$ cat config.mk
export PLATFORM = sky130hd
export DESIGN_NAME = tick_prescaler
export DESIGN_NICKNAME = d
export VERILOG_FILES = /design/src/rtl/tick_prescaler.sv
export SDC_FILE = /design/constraint.sdc
export NUM_CORES = 1
export LEC_CHECK = 0
export CORE_UTILIZATION = 45
export CTS_CLUSTER_SIZE = 12
export DETAILED_ROUTE_END_ITERATION = 10
export GPL_TIMING_DRIVEN = 0
export HOLD_SLACK_MARGIN = 0.05
export PLACE_DENSITY_LB_ADDON = 0.05
export RECOVER_POWER = 25
export SLEW_MARGIN = 10
export SYNTH_ARGS = -nofsm -noshare
export SYNTH_HDL_FRONTEND = slang
export SYNTH_SLANG_ARGS = --single-unit
$ cat constraint.sdc
create_clock -name clk -period 12.8 [get_ports clk]
set_input_delay 3.2 -clock clk [delete_from_list [all_inputs] [get_ports clk]]
set_output_delay 3.2 -clock clk [all_outputs]
set_load 0.05 [all_outputs]
$ cat src/rtl/tick_prescaler.sv
// Programmable tick prescaler: divides clk by a run-time divider and drives
// single-cycle timer_tick pulses. It runs either continuously or for a fixed
// burst of ticks, with start, abort and phase-resync controls.
module tick_prescaler #(
    parameter int unsigned DIV_W = 32,
    parameter int unsigned CNT_W = 32
) (
    input  logic             clk,
    input  logic             rst,
    input  logic             enable,
    input  logic             sync,
    input  logic [DIV_W-1:0] divider,
    input  logic             mode,
    input  logic [CNT_W-1:0] burst_len,
    output logic             timer_tick,
    output logic             busy,
    output logic             done,
    output logic [CNT_W-1:0] tick_count
);

    typedef enum logic {
        ST_IDLE = 1'b0,
        ST_RUN  = 1'b1
    } state_t;

    state_t             state_q, state_d;
    logic               enable_q, enable_d;
    logic [DIV_W-1:0]   pcnt_q, pcnt_d;
    logic [CNT_W-1:0]   burst_cnt_q, burst_cnt_d;
    logic [CNT_W-1:0]   burst_len_q, burst_len_d;
    logic               mode_q, mode_d;
    logic               tick_q, tick_d;
    logic               busy_q, busy_d;
    logic               done_q, done_d;
    logic [CNT_W-1:0]   tick_count_q, tick_count_d;

    logic [DIV_W-1:0]   reload_c;
    logic               start_c;
    logic               last_tick_c;
    logic [CNT_W-1:0]   tick_count_inc_c;
    logic [CNT_W-1:0]   burst_cnt_inc_c;

    // Reload value D'-1 from the live divider; a zero divider behaves as 1.
    always_comb begin
        reload_c = '0;
        if (divider != '0) begin
            reload_c = divider - DIV_W'(1);
        end
    end

    // Rising edge of enable; only acted upon while idle.
    always_comb begin
        start_c = enable & ~enable_q;
    end

    // Counter helpers: saturating reported count, wrapping internal burst count.
    always_comb begin
        burst_cnt_inc_c  = burst_cnt_q + CNT_W'(1);
        last_tick_c      = mode_q && (burst_cnt_inc_c == burst_len_q);
        tick_count_inc_c = tick_count_q;
        if (tick_count_q != '1) begin
            tick_count_inc_c = tick_count_q + CNT_W'(1);
        end
    end

    // Next-state and registered-output logic.
    always_comb begin
        state_d      = state_q;
        enable_d     = enable;
        pcnt_d       = pcnt_q;
        burst_cnt_d  = burst_cnt_q;
        burst_len_d  = burst_len_q;
        mode_d       = mode_q;
        tick_d       = 1'b0;
        done_d       = 1'b0;
        tick_count_d = tick_count_q;

        unique case (state_q)
            ST_IDLE: begin
                if (start_c) begin
                    pcnt_d       = reload_c;
                    tick_count_d = '0;
                    burst_cnt_d  = '0;
                    mode_d       = mode;
                    burst_len_d  = burst_len;
                    if (mode && (burst_len == '0)) begin
                        // Empty burst completes immediately without running.
                        done_d = 1'b1;
                    end else begin
                        state_d = ST_RUN;
                    end
                end
            end
            ST_RUN: begin
                if (!enable) begin
                    // Abort beats any tick or completion due this edge.
                    state_d = ST_IDLE;
                end else if (sync) begin
                    // Phase restart; a tick due this edge is dropped.
                    pcnt_d = reload_c;
                end else if (pcnt_q == '0) begin
                    tick_d       = 1'b1;
                    pcnt_d       = reload_c;
                    tick_count_d = tick_count_inc_c;
                    burst_cnt_d  = burst_cnt_inc_c;
                    if (last_tick_c) begin
                        done_d  = 1'b1;
                        state_d = ST_IDLE;
                    end
                end else begin
                    pcnt_d = pcnt_q - DIV_W'(1);
                end
            end
            default: begin
                state_d = ST_IDLE;
            end
        endcase

        busy_d = (state_d == ST_RUN);
    end

    // State and output registers with asynchronous reset.
    always_ff @(posedge clk or posedge rst) begin
        if (rst) begin
            state_q      <= ST_IDLE;
            enable_q     <= 1'b0;
            pcnt_q       <= '0;
            burst_cnt_q  <= '0;
            burst_len_q  <= '0;
            mode_q       <= 1'b0;
            tick_q       <= 1'b0;
            busy_q       <= 1'b0;
            done_q       <= 1'b0;
            tick_count_q <= '0;
        end else begin
            state_q      <= state_d;
            enable_q     <= enable_d;
            pcnt_q       <= pcnt_d;
            burst_cnt_q  <= burst_cnt_d;
            burst_len_q  <= burst_len_d;
            mode_q       <= mode_d;
            tick_q       <= tick_d;
            busy_q       <= busy_d;
            done_q       <= done_d;
            tick_count_q <= tick_count_d;
        end
    end

    assign timer_tick = tick_q;
    assign busy       = busy_q;
    assign done       = done_q;
    assign tick_count = tick_count_q;

endmodule

==> results.sh <==
export IMPL_ctsHoldBuffers=0
export IMPL_area_growth_pct=23.65
export IMPL_drt_pre_antenna_iters=5
export IMPL_fin_skew_ns=0.01003
export IMPL_dieArea_um2=18870
export IMPL_num_vias=7716
export IMPL_numClockSinks=133
export IMPL_r2r_start="burst_cnt_q[2]"
export IMPL_arrival_ns=8.16
export IMPL_vdd_ir_drop_worst_uv=137.3
export IMPL_setup_viol=0
export IMPL_crit_end="done"
export IMPL_synth_top_area_share=0.4037
export IMPL_maxSlewViolCount=136
export IMPL_root_buffer="clkbuf_16"
export IMPL_ys_top_cells_by_area="dfrtp_1, o21ai_0, xnor2_1, mux2_2, nor2_1"
export IMPL_die_y_um=137.4
export IMPL_synth_fp_nets=1034
export IMPL_synthArstFlopShare=1.000
export IMPL_path_clk_slew_ns=0.06
export IMPL_crit_start="rst"
export IMPL_wire_per_inst_um=17.77
export IMPL_ios=104
export IMPL_drive_gt1_frac=0.07580
export IMPL_dieWidth_um=137.4
export IMPL_cts_tree="done"
export IMPL_first_global_vias=7233
export IMPL_yosysWarningCount=0
export IMPL_gr_usage_all_layers=0.2606
export IMPL_cts_htree_levels=4
export IMPL_crit_chain="dlygate4sd3_1 -> clkinvlp_2 -> clkbuf_1"
export IMPL_crit_required_ns=12.53
export IMPL_power_density_nw_per_um2=118.4
export IMPL_via_per_inst=5.828
export IMPL_setup_ws_ns=4.373
export IMPL_hold_path_class="register to register"
export IMPL_numCtsBuffers=17
export IMPL_worstSetupPathType="input pin to async pin"
export IMPL_r2r_cells=10
export IMPL_p_total_w=0.001207
export IMPL_fin_util=0.5675
export IMPL_relSlewSlack=-1.339
export IMPL_rrSetupSlack_ns=8.71
export IMPL_gr_total_overflow=0
export IMPL_gp_congestion=0.8533
export IMPL_drt_iter0_markers=541
export IMPL_postCtsSetupRepairBufs=0
export IMPL_cts_resized_gates=0
export IMPL_worst_hold_slack_ns=0.4732
export IMPL_cts_buffer_depth=2
export IMPL_status="finished, violations left"
export IMPL_drc=0
export IMPL_p_leak_nw=3.777
export IMPL_rows=49
export IMPL_ys_ff_latch=133
export IMPL_grt_pass1_wl_um=37670
export IMPL_violations="max-capacitance violations, max-slew violations"
export IMPL_worst_pin_slew_ns=3.509
export IMPL_synth_edf_count=0
export IMPL_rsz0062_at_grt="false"
export IMPL_cp_slowest_cell="clkbuf_1"
export IMPL_synth_area_um2=8244
export IMPL_yosysTopAreaCell="dfrtp_1"
export IMPL_syn_avg_cell_area_um2=8.597
export IMPL_wirelength_um=23530
export IMPL_grt_start_max_net_pins=69
export IMPL_synth_flop_cell="dfrtp_1"
export IMPL_critPathMaxStageDelay_ns=2.57
export IMPL_core_area_um2=17960
export IMPL_synth_distinct_cells=54
export IMPL_hold_viol=0
export IMPL_syn_inst=959
export IMPL_final_antenna_net_count=0
export IMPL_clock_latency_ns=0.43
export IMPL_synth_seq_area_share=0.4037
export IMPL_fin_crit_ns=8.427
export IMPL_finalCritPeriodShare=0.6584
export IMPL_maxCapViolations=2
export IMPL_fin_nets=1157
export IMPL_initial_core_util=0.4589
export IMPL_grt_antenna_before_repair=1
export IMPL_setup_worst_path_end_class="async pin"
export IMPL_setup_tns_ns=0
export IMPL_clock_fmax_mhz=118.7
export IMPL_dpl_hpwl_um=17090
export IMPL_diodes=0
export IMPL_startpoint_type="input pin"
export IMPL_dp_slack_ns=6.048
export IMPL_io_buffers=103
export IMPL_cp_max_fo=68
export IMPL_r2r_end="done"
## cell families after synthesis
logic type,synth area share
flip-flops,0.4037
buffers and inverters,0.03248
adder cells (fa/ha/maj),0.009106
AND/OR/NAND/NOR,0.2460
XOR/XNOR,0.09136
AO/OA/AOI/OAI,0.1709
multiplexers,0.04644
## worst max-delay path: cells and delay by family
kind / cells / cell delay (ns)
buffers and inverters: 3 / 4.85
## area by class of cell
type,count,area [um2]
buffer,55,207.7
clock buffer,21,480.5
clock inverter,11,146.4
fill,1721,7770
inverter,16,61.31
multi-input combinational,755,4648
sequential,133,3328
tap,229,286.5
timing repair buffer,104,1035
## per-stage QoR
stage	std cells	instance area, um2
2_1_floorplan	959	8244
6_report	1324	10190
4_1_cts	1324	10220
5_1_grt	1324	10190
3_5_place_dp	1292	9594
3_3_place_gp	1291	9562
## metal layers
metal  track usage  vias to the layer above  wire length [um]
li1              -                     3777                 -
met1        0.3468                     3690             10690
met2        0.4231                      211             11140
met3       0.05004                       36              1206
met4       0.08852                        2               481
met5             0                        -                11
## worst min-delay path by stage
stage                 endpoint        from  slack (ns)  cells past startpoint
finish               pcnt_q[8]   pcnt_q[8]        0.47                      2
CTS                  pcnt_q[8]   pcnt_q[8]        0.48                      2
detailed placement   pcnt_q[8]   pcnt_q[8]        0.47                      2
global route        pcnt_q[19]  pcnt_q[19]        0.50                      2
global placement     pcnt_q[8]   pcnt_q[8]        0.46                      2
floorplan           pcnt_q[19]  pcnt_q[19]        0.44                      2
## placed cells by master (no fill, tap or decap), types with 5 or more instances in the layout
| cell type | count |
|---|---|
| nand3b_1 | 6 |
| a31oi_1 | 10 |
| ha_1 | 6 |
| nor3_1 | 43 |
| a21oi_1 | 43 |
| o31ai_1 | 15 |
| o22ai_1 | 6 |
| or2_2 | 9 |
| nor4_1 | 33 |
| o21ai_0 | 113 |
| and4_1 | 7 |
| inv_1 | 15 |
| o211ai_1 | 5 |
| xnor2_1 | 51 |
| xor2_1 | 35 |
| nand4_1 | 26 |
| mux2_2 | 34 |
| dfrtp_1 | 133 |
| or3_1 | 25 |
| clkbuf_1 | 53 |
| a22o_1 | 9 |
| nand2_1 | 76 |
| clkdlybuf4s50_1 | 101 |
| and3_1 | 7 |
| nor2b_1 | 7 |
| or4_1 | 14 |
| o41ai_1 | 6 |
| clkbuf_16 | 17 |
| nor2_1 | 87 |
| nand3_1 | 35 |
## power by group
| group | leakage, nW | internal [W] | switching (W) |
|---|---|---|---|
| Clock | 0.306 | 0.000327 | 0.000192 |
| Combinational | 1.75 | 0.0000869 | 0.0000999 |
| Sequential | 1.72 | 0.000461 | 0.0000391 |
## synthesized netlist by cell type, drive strengths merged (10+ instances only)
master  number
dfrtp      133
o21ai      114
nor2        87
nand2       77
clkbuf      52
xnor2       51
a21oi       43
nor3        43
nand3       35
xor2        35
mux2        34
nor4        33
nand4       26
or3         25
inv         16
or4         16
o31ai       15
a31oi       10
## flip-flops by register name, indices dropped and copies added, names as in the netlist
name         count
pcnt_q          32
done             1
tick_count      32
mode_q           1
burst_cnt_q     32
timer_tick       1
enable_q         1
busy             1
burst_len_q     32
No activity file was read; power rests on OpenSTA's default activity.
